### src/rtl/ntt_sched_if.sv
// Issue bus between the NTT sequencer and the butterfly pipeline / controller.
// The sequencer side takes the master view; the consumer side takes the slave view.
interface ntt_sched_if;
  logic       start;
  logic       mode;
  logic       stall;
  logic       busy;
  logic       done;
  logic       o_v;
  logic       o_last;
  logic       o_done;
  logic       o_sel;
  logic [7:0] addr_up;
  logic [7:0] addr_dn;
  logic [6:0] zeta_idx;
  logic [2:0] layer;

  modport master (
    input  start, mode, stall,
    output busy, done, o_v, o_last, o_done, o_sel,
    output addr_up, addr_dn, zeta_idx, layer
  );

  modport slave (
    output start, mode, stall,
    input  busy, done, o_v, o_last, o_done, o_sel,
    input  addr_up, addr_dn, zeta_idx, layer
  );
endinterface

### src/rtl/ntt_sched.sv
// ntt_sched: issue sequencer for a 256-point Kyber NTT/INTT butterfly pipeline.
// Seven layers of 128 butterflies, one per cycle, with a fixed drain gap after
// each layer so reads of the next layer never overtake write-backs of this one.
// Every output is a register loaded from the state of the previous cycle.
module ntt_sched #(
  parameter int DRAIN = 8
) (
  input  logic        clk,
  input  logic        rst,
  ntt_sched_if.master io_sched
);

  localparam int         N          = 256;
  localparam logic [6:0] LAST_BF    = 7'(N / 2 - 1);
  localparam logic [7:0] DRAIN_LAST = 8'(DRAIN - 1);
  localparam logic [2:0] LAST_LAYER = 3'd6;

  typedef enum logic [1:0] {
    ST_IDLE  = 2'd0,
    ST_ISSUE = 2'd1,
    ST_DRAIN = 2'd2,
    ST_FIN   = 2'd3
  } state_t;

  state_t     r_state;
  state_t     w_state_nxt;
  logic [6:0] r_bf;
  logic [6:0] w_bf_nxt;
  logic [2:0] r_layer;
  logic [2:0] w_layer_nxt;
  logic [7:0] r_cnt;
  logic [7:0] w_cnt_nxt;
  logic       r_sel;
  logic       w_sel_nxt;
  logic       w_issue;

  logic       r_busy;
  logic       r_done;
  logic       r_v;
  logic       r_last;
  logic       r_fin;
  logic [7:0] r_addr_up;
  logic [7:0] r_addr_dn;
  logic [6:0] r_zeta;
  logic [2:0] r_layer_o;

  logic [2:0] w_lg;
  logic [7:0] w_len;
  logic [7:0] w_g;
  logic [7:0] w_o;
  logic [7:0] w_up;
  logic [7:0] w_dn;
  logic [6:0] w_zeta;

  // State register.
  always_ff @(posedge clk or posedge rst) begin
    if (rst) begin
      r_state <= ST_IDLE;
    end else begin
      r_state <= w_state_nxt;
    end
  end

  // Next-state and counter update; a butterfly issues only in ISSUE without stall.
  always_comb begin
    w_state_nxt = r_state;
    w_bf_nxt    = r_bf;
    w_layer_nxt = r_layer;
    w_cnt_nxt   = r_cnt;
    w_sel_nxt   = r_sel;
    w_issue     = 1'b0;
    case (r_state)
      ST_IDLE: begin
        // The done-pulse cycle still belongs to the finished transform.
        if (io_sched.start && !r_done) begin
          w_state_nxt = ST_ISSUE;
          w_sel_nxt   = io_sched.mode;
          w_layer_nxt = 3'd0;
          w_bf_nxt    = 7'd0;
          w_cnt_nxt   = 8'd0;
        end else begin
          w_state_nxt = ST_IDLE;
        end
      end
      ST_ISSUE: begin
        if (!io_sched.stall) begin
          w_issue = 1'b1;
          if (r_bf == LAST_BF) begin
            w_state_nxt = ST_DRAIN;
            w_cnt_nxt   = 8'd0;
          end else begin
            w_bf_nxt = r_bf + 7'd1;
          end
        end else begin
          w_state_nxt = ST_ISSUE;
        end
      end
      ST_DRAIN: begin
        if (r_cnt == DRAIN_LAST) begin
          if (r_layer == LAST_LAYER) begin
            w_state_nxt = ST_FIN;
          end else begin
            w_state_nxt = ST_ISSUE;
            w_layer_nxt = r_layer + 3'd1;
            w_bf_nxt    = 7'd0;
          end
        end else begin
          w_cnt_nxt = r_cnt + 8'd1;
        end
      end
      ST_FIN: begin
        w_state_nxt = ST_IDLE;
      end
      default: begin
        w_state_nxt = ST_IDLE;
      end
    endcase
  end

  // Butterfly geometry: len = 2^lg, g = bf >> lg, o = bf & (len-1), shifts only.
  always_comb begin
    if (r_sel) begin
      w_lg = r_layer + 3'd1;
    end else begin
      w_lg = 3'd7 - r_layer;
    end
    w_len = 8'd1 << w_lg;
    w_g   = {1'b0, r_bf} >> w_lg;
    w_o   = {1'b0, r_bf} & (w_len - 8'd1);
    w_up  = (w_g << ({1'b0, w_lg} + 4'd1)) | w_o;
    w_dn  = w_up + w_len;
    if (r_sel) begin
      w_zeta = 7'((8'd1 << (4'd8 - {1'b0, w_lg})) - 8'd1 - w_g);
    end else begin
      w_zeta = 7'((8'd1 << (3'd7 - w_lg)) + w_g);
    end
  end

  // Counters, latched mode and registered issue outputs; address fields hold while stalled.
  always_ff @(posedge clk or posedge rst) begin
    if (rst) begin
      r_bf      <= 7'd0;
      r_layer   <= 3'd0;
      r_cnt     <= 8'd0;
      r_sel     <= 1'b0;
      r_busy    <= 1'b0;
      r_done    <= 1'b0;
      r_v       <= 1'b0;
      r_last    <= 1'b0;
      r_fin     <= 1'b0;
      r_addr_up <= 8'd0;
      r_addr_dn <= 8'd0;
      r_zeta    <= 7'd0;
      r_layer_o <= 3'd0;
    end else begin
      r_bf    <= w_bf_nxt;
      r_layer <= w_layer_nxt;
      r_cnt   <= w_cnt_nxt;
      r_sel   <= w_sel_nxt;
      r_busy  <= (r_state != ST_IDLE);
      r_done  <= (r_state == ST_FIN);
      r_v     <= w_issue;
      r_last  <= w_issue && (r_layer == LAST_LAYER);
      r_fin   <= w_issue && (r_layer == LAST_LAYER) && (r_bf == LAST_BF);
      if (w_issue) begin
        r_addr_up <= w_up;
        r_addr_dn <= w_dn;
        r_zeta    <= w_zeta;
        r_layer_o <= r_layer;
      end
    end
  end

  assign io_sched.busy     = r_busy;
  assign io_sched.done     = r_done;
  assign io_sched.o_v      = r_v;
  assign io_sched.o_last   = r_last;
  assign io_sched.o_done   = r_fin;
  assign io_sched.o_sel    = r_sel;
  assign io_sched.addr_up  = r_addr_up;
  assign io_sched.addr_dn  = r_addr_dn;
  assign io_sched.zeta_idx = r_zeta;
  assign io_sched.layer    = r_layer_o;

endmodule

### src/flat_wrapper.sv
// flat-port wrapper written by rule: the top's interface ports become plain ports
module ntt_sched_flat 
#(
  parameter int DRAIN = 8
)
  (clk, rst, io_sched_start, io_sched_mode, io_sched_stall, io_sched_busy, io_sched_done, io_sched_o_v, io_sched_o_last, io_sched_o_done, io_sched_o_sel, io_sched_addr_up, io_sched_addr_dn, io_sched_zeta_idx, io_sched_layer);
  ntt_sched_if io_sched_i ();
  input  logic clk;
  input  logic rst;
  input wire logic [$bits(io_sched_i.start)-1:0] io_sched_start;
  input wire logic [$bits(io_sched_i.mode)-1:0] io_sched_mode;
  input wire logic [$bits(io_sched_i.stall)-1:0] io_sched_stall;
  output wire logic [$bits(io_sched_i.busy)-1:0] io_sched_busy;
  output wire logic [$bits(io_sched_i.done)-1:0] io_sched_done;
  output wire logic [$bits(io_sched_i.o_v)-1:0] io_sched_o_v;
  output wire logic [$bits(io_sched_i.o_last)-1:0] io_sched_o_last;
  output wire logic [$bits(io_sched_i.o_done)-1:0] io_sched_o_done;
  output wire logic [$bits(io_sched_i.o_sel)-1:0] io_sched_o_sel;
  output wire logic [$bits(io_sched_i.addr_up)-1:0] io_sched_addr_up;
  output wire logic [$bits(io_sched_i.addr_dn)-1:0] io_sched_addr_dn;
  output wire logic [$bits(io_sched_i.zeta_idx)-1:0] io_sched_zeta_idx;
  output wire logic [$bits(io_sched_i.layer)-1:0] io_sched_layer;
  assign io_sched_i.start = io_sched_start;
  assign io_sched_i.mode = io_sched_mode;
  assign io_sched_i.stall = io_sched_stall;
  assign io_sched_busy = io_sched_i.busy;
  assign io_sched_done = io_sched_i.done;
  assign io_sched_o_v = io_sched_i.o_v;
  assign io_sched_o_last = io_sched_i.o_last;
  assign io_sched_o_done = io_sched_i.o_done;
  assign io_sched_o_sel = io_sched_i.o_sel;
  assign io_sched_addr_up = io_sched_i.addr_up;
  assign io_sched_addr_dn = io_sched_i.addr_dn;
  assign io_sched_zeta_idx = io_sched_i.zeta_idx;
  assign io_sched_layer = io_sched_i.layer;
  ntt_sched #(.DRAIN(DRAIN)) u_core (.clk(clk), .rst(rst), .io_sched(io_sched_i));
endmodule
### config.mk
export PLATFORM = sky130hd
export DESIGN_NAME = ntt_sched_flat
export DESIGN_NICKNAME = d
export VERILOG_FILES = /design/src/rtl/ntt_sched_if.sv /design/src/rtl/ntt_sched.sv /design/src/flat_wrapper.sv
export SDC_FILE = /design/constraint.sdc
export NUM_CORES = 1
export LEC_CHECK = 0
export BUFFER_PORTS_ARGS = -buffer_cell sky130_fd_sc_hd__buf_2
export CORE_MARGIN = 1
export CORE_UTILIZATION = 35
export DETAILED_ROUTE_END_ITERATION = 8
export GPL_TIMING_DRIVEN = 0
export PLACE_DENSITY = 0.51
export SYNTH_ARGS = -nofsm -noshare
export SYNTH_HDL_FRONTEND = slang
export SYNTH_SLANG_ARGS = --single-unit
### constraint.sdc
create_clock -name clk -period 5.3 [get_ports clk]
set_input_delay 1.06 -clock clk [delete_from_list [all_inputs] [get_ports clk]]
set_output_delay 1.06 -clock clk [all_outputs]
set_load 0.03 [all_outputs]
Word-level counts from Yosys, hierarchy flattened
Cells that the tools add are included.
{"block": "word_totals", "inputBits": 5, "regBits": 52, "output_inout_bits": 32}
{"block": "classes", "muxes": 25, "n_bitwise": 2, "n_reduce_logical": 13, "addsub": 12, "shift": 5, "n_eq_ne": 14}
{"cell": "7-bit 2-to-1 mux", "n": 6}
{"cell": "8-bit 2-to-1 mux", "n": 4}
{"cell": "8-bit one-hot mux with 3 select lines", "n": 1}
{"cell": "7-bit one-hot mux with 3 select lines", "n": 1}
{"cell": "3-bit 2-to-1 mux", "n": 4}
{"cell": "8-bit by 1-bit adder with 8-bit output, second input constant", "n": 1}
{"cell": "8-bit adder", "n": 1}
{"cell": "7-bit by 8-bit bitwise AND with 8-bit output", "n": 1}
{"cell": "8-bit by 3-bit equality test with 1-bit output, second input constant", "n": 1}
{"cell": "2-bit 2-to-1 mux", "n": 4}
{"cell": "2-bit inequality test, second input constant", "n": 4}
{"cell": "8-bit bitwise OR", "n": 1}
{"cell": "2-bit one-hot mux with 4 select lines", "n": 1}
{"cell": "1-bit by 3-bit left shift with 8-bit output, first input constant", "n": 1}
{"cell": "8-bit by 4-bit left shift with 8-bit output", "n": 1}
{"cell": "7-bit by 3-bit >> shifter with 8-bit output", "n": 1}
{"cell": "8-bit by 1-bit subtractor with 8-bit output, second input constant", "n": 1}
{"cell": "7-bit by 1-bit adder with 7-bit output, second input constant", "n": 1}
{"cell": "7-bit adder", "n": 1}
{"cell": "7-bit equality test, second input constant", "n": 1}
{"cell": "1-bit by 3-bit left shift with 7-bit output, first input constant", "n": 1}
{"cell": "1-bit by 4-bit left shift with 7-bit output, first input constant", "n": 1}
{"cell": "7-bit by 1-bit subtractor with 7-bit output, second input constant", "n": 1}
{"cell": "7-bit subtractor", "n": 1}
{"cell": "other kinds (20)", "n": 30}

Logic depth before layout (Yosys ltp)
{"block": "depth", "depth_word": 7, "mapped_depth": 20}

Worst setup path after synthesis
OpenSTA, ideal clock, no wires.
{"block": "synth_timing", "path_kind": "register to register", "startpoint": "register u_core.r_layer[0]", "endpoint": "register u_core.r_addr_dn[7], in the netlist u_core.io_sched.addr_dn[7]", "slack_ns": 0.765, "n_path_buf": 3, "path_stages_with_launch": 20, "arrival_time_ns": 4.410, "cell_sequence": "dfrtp_1 clkbuf_1 inv_2 clkbuf_1 ha_1 mux2_4 buf_2 nor2_1 ha_1 inv_1 nor2_1 nand2_1 o22ai_1 ha_1 a21o_1 a21oi_1 o21ai_0 o41ai_1 xnor3_1 mux2_2"}
{"block": "synth_between", "elab_chain_len": 7, "elab_cells_between_ends": 11, "cone_classes": "add/sub (5); shift (3); mux (1); bitwise (2)"}
{"item": "start, declared", "line_no": "ntt_sched.sv:29", "rtl": "logic [2:0] r_layer;"}
{"item": "start signal, assigned", "line_no": "ntt_sched.sv:157", "rtl": "r_layer <= w_layer_nxt;"}
{"item": "3-bit subtractor or 3-bit by 1-bit adder with 3-bit output (tied branches)", "line_no": "ntt_sched.sv:125, ntt_sched.sv:123"}
{"item": "3-bit 2-to-1 mux (*)", "line_no": "ntt_sched.sv:122", "rtl": "if (r_sel) begin"}
{"item": "1-bit by 3-bit left shift with 8-bit output", "line_no": "ntt_sched.sv:127", "rtl": "w_len = 8'd1 << w_lg;"}
{"item": "8-bit by 1-bit subtractor with 8-bit output", "line_no": "ntt_sched.sv:129", "rtl": "w_o = {1'b0, r_bf} & (w_len - 8'd1);"}
{"item": "7-bit by 8-bit bitwise AND with 8-bit output", "line_no": "ntt_sched.sv:129"}
{"item": "8-bit bitwise OR (*)", "line_no": "ntt_sched.sv:130", "rtl": "w_up = (w_g << ({1'b0, w_lg} + 4'd1)) | w_o;"}
{"item": "named net u_core.w_up[1]", "line_no": "ntt_sched.sv:51", "rtl": "logic [7:0] w_up;"}
{"item": "8-bit adder (*)", "line_no": "ntt_sched.sv:131", "rtl": "w_dn = w_up + w_len;"}
{"item": "end signal, assigned", "line_no": "ntt_sched.sv:167", "rtl": "r_addr_dn <= w_dn;"}
{"item": "end, declared", "line_no": "ntt_sched.sv:43", "rtl": "logic [7:0] r_addr_dn;"}
Mark *: on every way through the listed nets, which the timed path passes. The rest lies on a longest branch.
A chain may end at the register's enable or synchronous reset.

Worst setup path in the final report
Same ends and word-level chain as after synthesis.

==> impl_metrics.tcl <==
set metrics [dict create \
    synth_top_cell_by_area "dfrtp_1" \
    yosys_warnings 0 \
    powerDensity_nw_per_um2 469 \
    cts_tree "yes" \
    synth_top_area_share_pct 32.7 \
    ctsHtreeMaxLevel 2 \
    postRouteAntennaNets 0 \
    critPathBufInv 4 \
    start_util_pct 36.3 \
    start_kind "flop" \
    syn_area_um2 3970 \
    ys_seq_area_share_pct 32.7 \
    numPortBuffers 36 \
    synth_common_cells "nand2_1 (63), dfrtp_1 (52), nor2_1 (40), ha_1 (30), o21ai_0 (28)" \
    overflow 0 \
    crit_type "flop to flop" \
    place_area_um2 4350 \
    min_period_ns 4.90 \
    worst_slew_pin_slew_ns 0.753 \
    synth.most_common_cell "nand2_1" \
    setup_tns_ns 0 \
    synthToLayoutAreaGrowth_pct 13.8 \
    endpoint_kind "flop" \
    max_cap_violations 0 \
    worstPathCellList "clkbuf_2, inv_2, ha_2, mux2_4, buf_2, nor2_1, ha_1, inv_1, nor2_1, nand2_1, o22ai_2, ha_1, a21o_1, a21oi_1, o21ai_0, o41ai_2, xnor3_1, mux2_2" \
    drive_above_1_share_pct 15.7 \
    drtIter0Drc 142 \
    cts_root_buf "clkbuf_16" \
    track_usage_pct 20.5 \
    holdWs_ns 0.477 \
    die_w_um 109 \
    cts_inserted_buffers 5 \
    hold_path.class "flop to flop" \
    finalClockSkew_ns 0.00304 \
    synthCells 460 \
    final_nets 540 \
    die_area_um2 11800 \
    vdd_ir_drop_max_mv 0.200 \
    num_vias 3486 \
    clockBufferDepth 2 \
    synth.distinct_cells 58 \
    grt_max_degree 33 \
    relSlewSlack_pct 49.4 \
    crit_fanout 18 \
    combPwrFrac_pct 56.5 \
    ys_ff_latch 52 \
    grt_pass1_vias 3433 \
    rows 38 \
    antenna_found_initial 0 \
    place_congestion 0.911 \
    grt_pass1_wl_um 18200 \
    avgSynthCellArea_um2 8.64 \
    regToRegSetupSlack_ns 0.40 \
    power.internal_mw 1.17 \
    synthFlopType "dfrtp_1" \
    required_ns 5.49 \
    clk_pin_slew_worst_paths_ns 0.07 \
    seqPwrFrac_pct 25.8 \
    wl_um 11200 \
    hold_viol 0 \
    cts_hold_buf 0 \
    drc 0 \
    fin_crit_sh_pct 92.4 \
    slew_viol_final 0 \
    postLayoutCellArea_um2 4520 \
    synth-edff-count 0 \
    swShare_pct 45.0 \
    fmax_mhz 204 \
    leakage_nw 2.10 \
    hpwl_um 8560 \
    viasPerCell 5.42 \
    yosys-top-cells-area "dfrtp_1 (33%), ha_1 (9.4%), nand2_1 (6.0%)" \
    finalSetupViolCount 0 \
    ys_async_sr_fraction_pct 100 \
    antenna_cells 0 \
    wire_per_inst_um 17.4 \
    arrival_ns 5.09 \
    numClockSinks 52 \
    coreArea_um2 10900 \
    crit_path_top_delay_cell "dfrtp_1" \
    grt_setup_unrepaired "no" \
    slowest_delay_ns 0.42 \
    syn_nets 498 \
    p_switching_mw 0.954 \
    worstSkewPairLatency_ns 0.30 \
    die_y_um 109 \
    path_delay_family "compound AO/OA/AOI/OAI gates" \
    clkPwrFrac_pct 17.8 \
    dr.pass1.iters 4 \
    pin_count 37 \
    status "completed" \
]
-- flip-flops by register name, indices dropped and copies added (netlist names), 2 cells and up --
register	flops
u_core.r_layer	3
u_core.r_state	2
u_core.io_sched.addr_up	8
u_core.io_sched.zeta_idx	7
u_core.io_sched.layer	3
u_core.r_bf	7
u_core.io_sched.addr_dn	8
u_core.r_cnt	8
-- per-layer routing --
metal  global-route usage [%]  part of all wire (%)  vias to the layer above
met5                        0                     0                        -
met4                     5.60                   1.7                        0
met3                     3.98                   3.5                       12
met2                     34.4                    48                       54
met1                     26.8                    46                     1707
li1                         -                     -                     1713
-- per-stage QoR --
stage,utilization [%],power (mW),setup slack (ns),std cells
after global placement,39.6,1.74,-0.184,636
after CTS,41.2,2.14,0.0117,644
after detailed placement,39.8,1.75,-0.163,637
after floorplan,-,1.45,0.765,460
after global routing,41.4,2.29,0.0286,643
final,41.4,2.12,0.403,643
-- power groups by stage --
| stage | Sequential (mW) | Clock, mW | Combinational, mW |
|---|---|---|---|
| floorplan | 0.706 | 0 | 0.745 |
| global placement | 0.551 | 0 | 1.19 |
| detailed placement | 0.555 | 0 | 1.19 |
| CTS | 0.547 | 0.392 | 1.20 |
| global route | 0.559 | 0.410 | 1.32 |
| finish | 0.546 | 0.377 | 1.20 |
-- cell type report --
cell class                 instances  area (um^2)
clock buffer                       6          129
tap                              140          175
timing repair buffer              37          200
multi-input combinational        358         2490
buffer                            22         97.6
fill                            1144         6410
clock inverter                     2         35.0
inverter                          26         97.6
sequential                        52         1300
-- tightest hold or removal path: cells and delay by family, from the launching register on --
family | cells | cell delay [ns]
DFF | 1 | 0.34
and+or+nand+nor | 1 | 0.04
AOI/OAI and AO/OA | 1 | 0.06
-- logic make-up after synthesis --
logic type / count (synthesis) / synth area share, %
AO/OA/AOI/OAI: 112 / 18.5
XOR/XNOR: 28 / 6.99
adder cells (fa/ha/maj): 33 / 11.0
buffers and inverters: 50 / 5.07
flip-flops: 52 / 32.7
multiplexers: 29 / 8.41
AND/OR/NAND/NOR: 156 / 17.4
-- placed cells by master, fill, tap and decap left out, types with 12 or more instances in the layout --
cell,synthesis,final
buf_2,5,41
nor3_1,14,14
clkbuf_1,17,16
mux2i_1,15,15
xor2_1,12,12
xnor2_1,14,14
o21ai_0,28,28
inv_1,23,22
nand2_1,63,63
ha_1,30,29
nor2_1,40,40
a21oi_1,20,20
dfrtp_1,52,52
-- repair_timing --
item / CTS / global route
setup buffers: 0 / 0
endpoints found under the setup margin: 1 / 3
gates resized for setup: 1 / 3
-- worst paths after layout --
path / cells past startpoint / start / end
max: 18 / u_core.r_layer[0]$_DFFE_PP0P_ / u_core.io_sched.addr_dn[7]$_DFFE_PP0P_
min: 2 / u_core.io_sched.addr_dn[5]$_DFFE_PP0P_ / u_core.io_sched.addr_dn[5]$_DFFE_PP0P_
max reg2reg: 18 / u_core.r_layer[0]$_DFFE_PP0P_ / u_core.io_sched.addr_dn[7]$_DFFE_PP0P_
min reg2reg: 2 / u_core.io_sched.addr_dn[5]$_DFFE_PP0P_ / u_core.io_sched.addr_dn[5]$_DFFE_PP0P_
max in group asynchronous: 3 / rst / u_core.io_sched.o_sel$_DFFE_PP0P_
min in group asynchronous: 2 / rst / u_core.io_sched.o_v$_DFF_PP0_
Note: power is estimated with default switching activity, not from simulation.
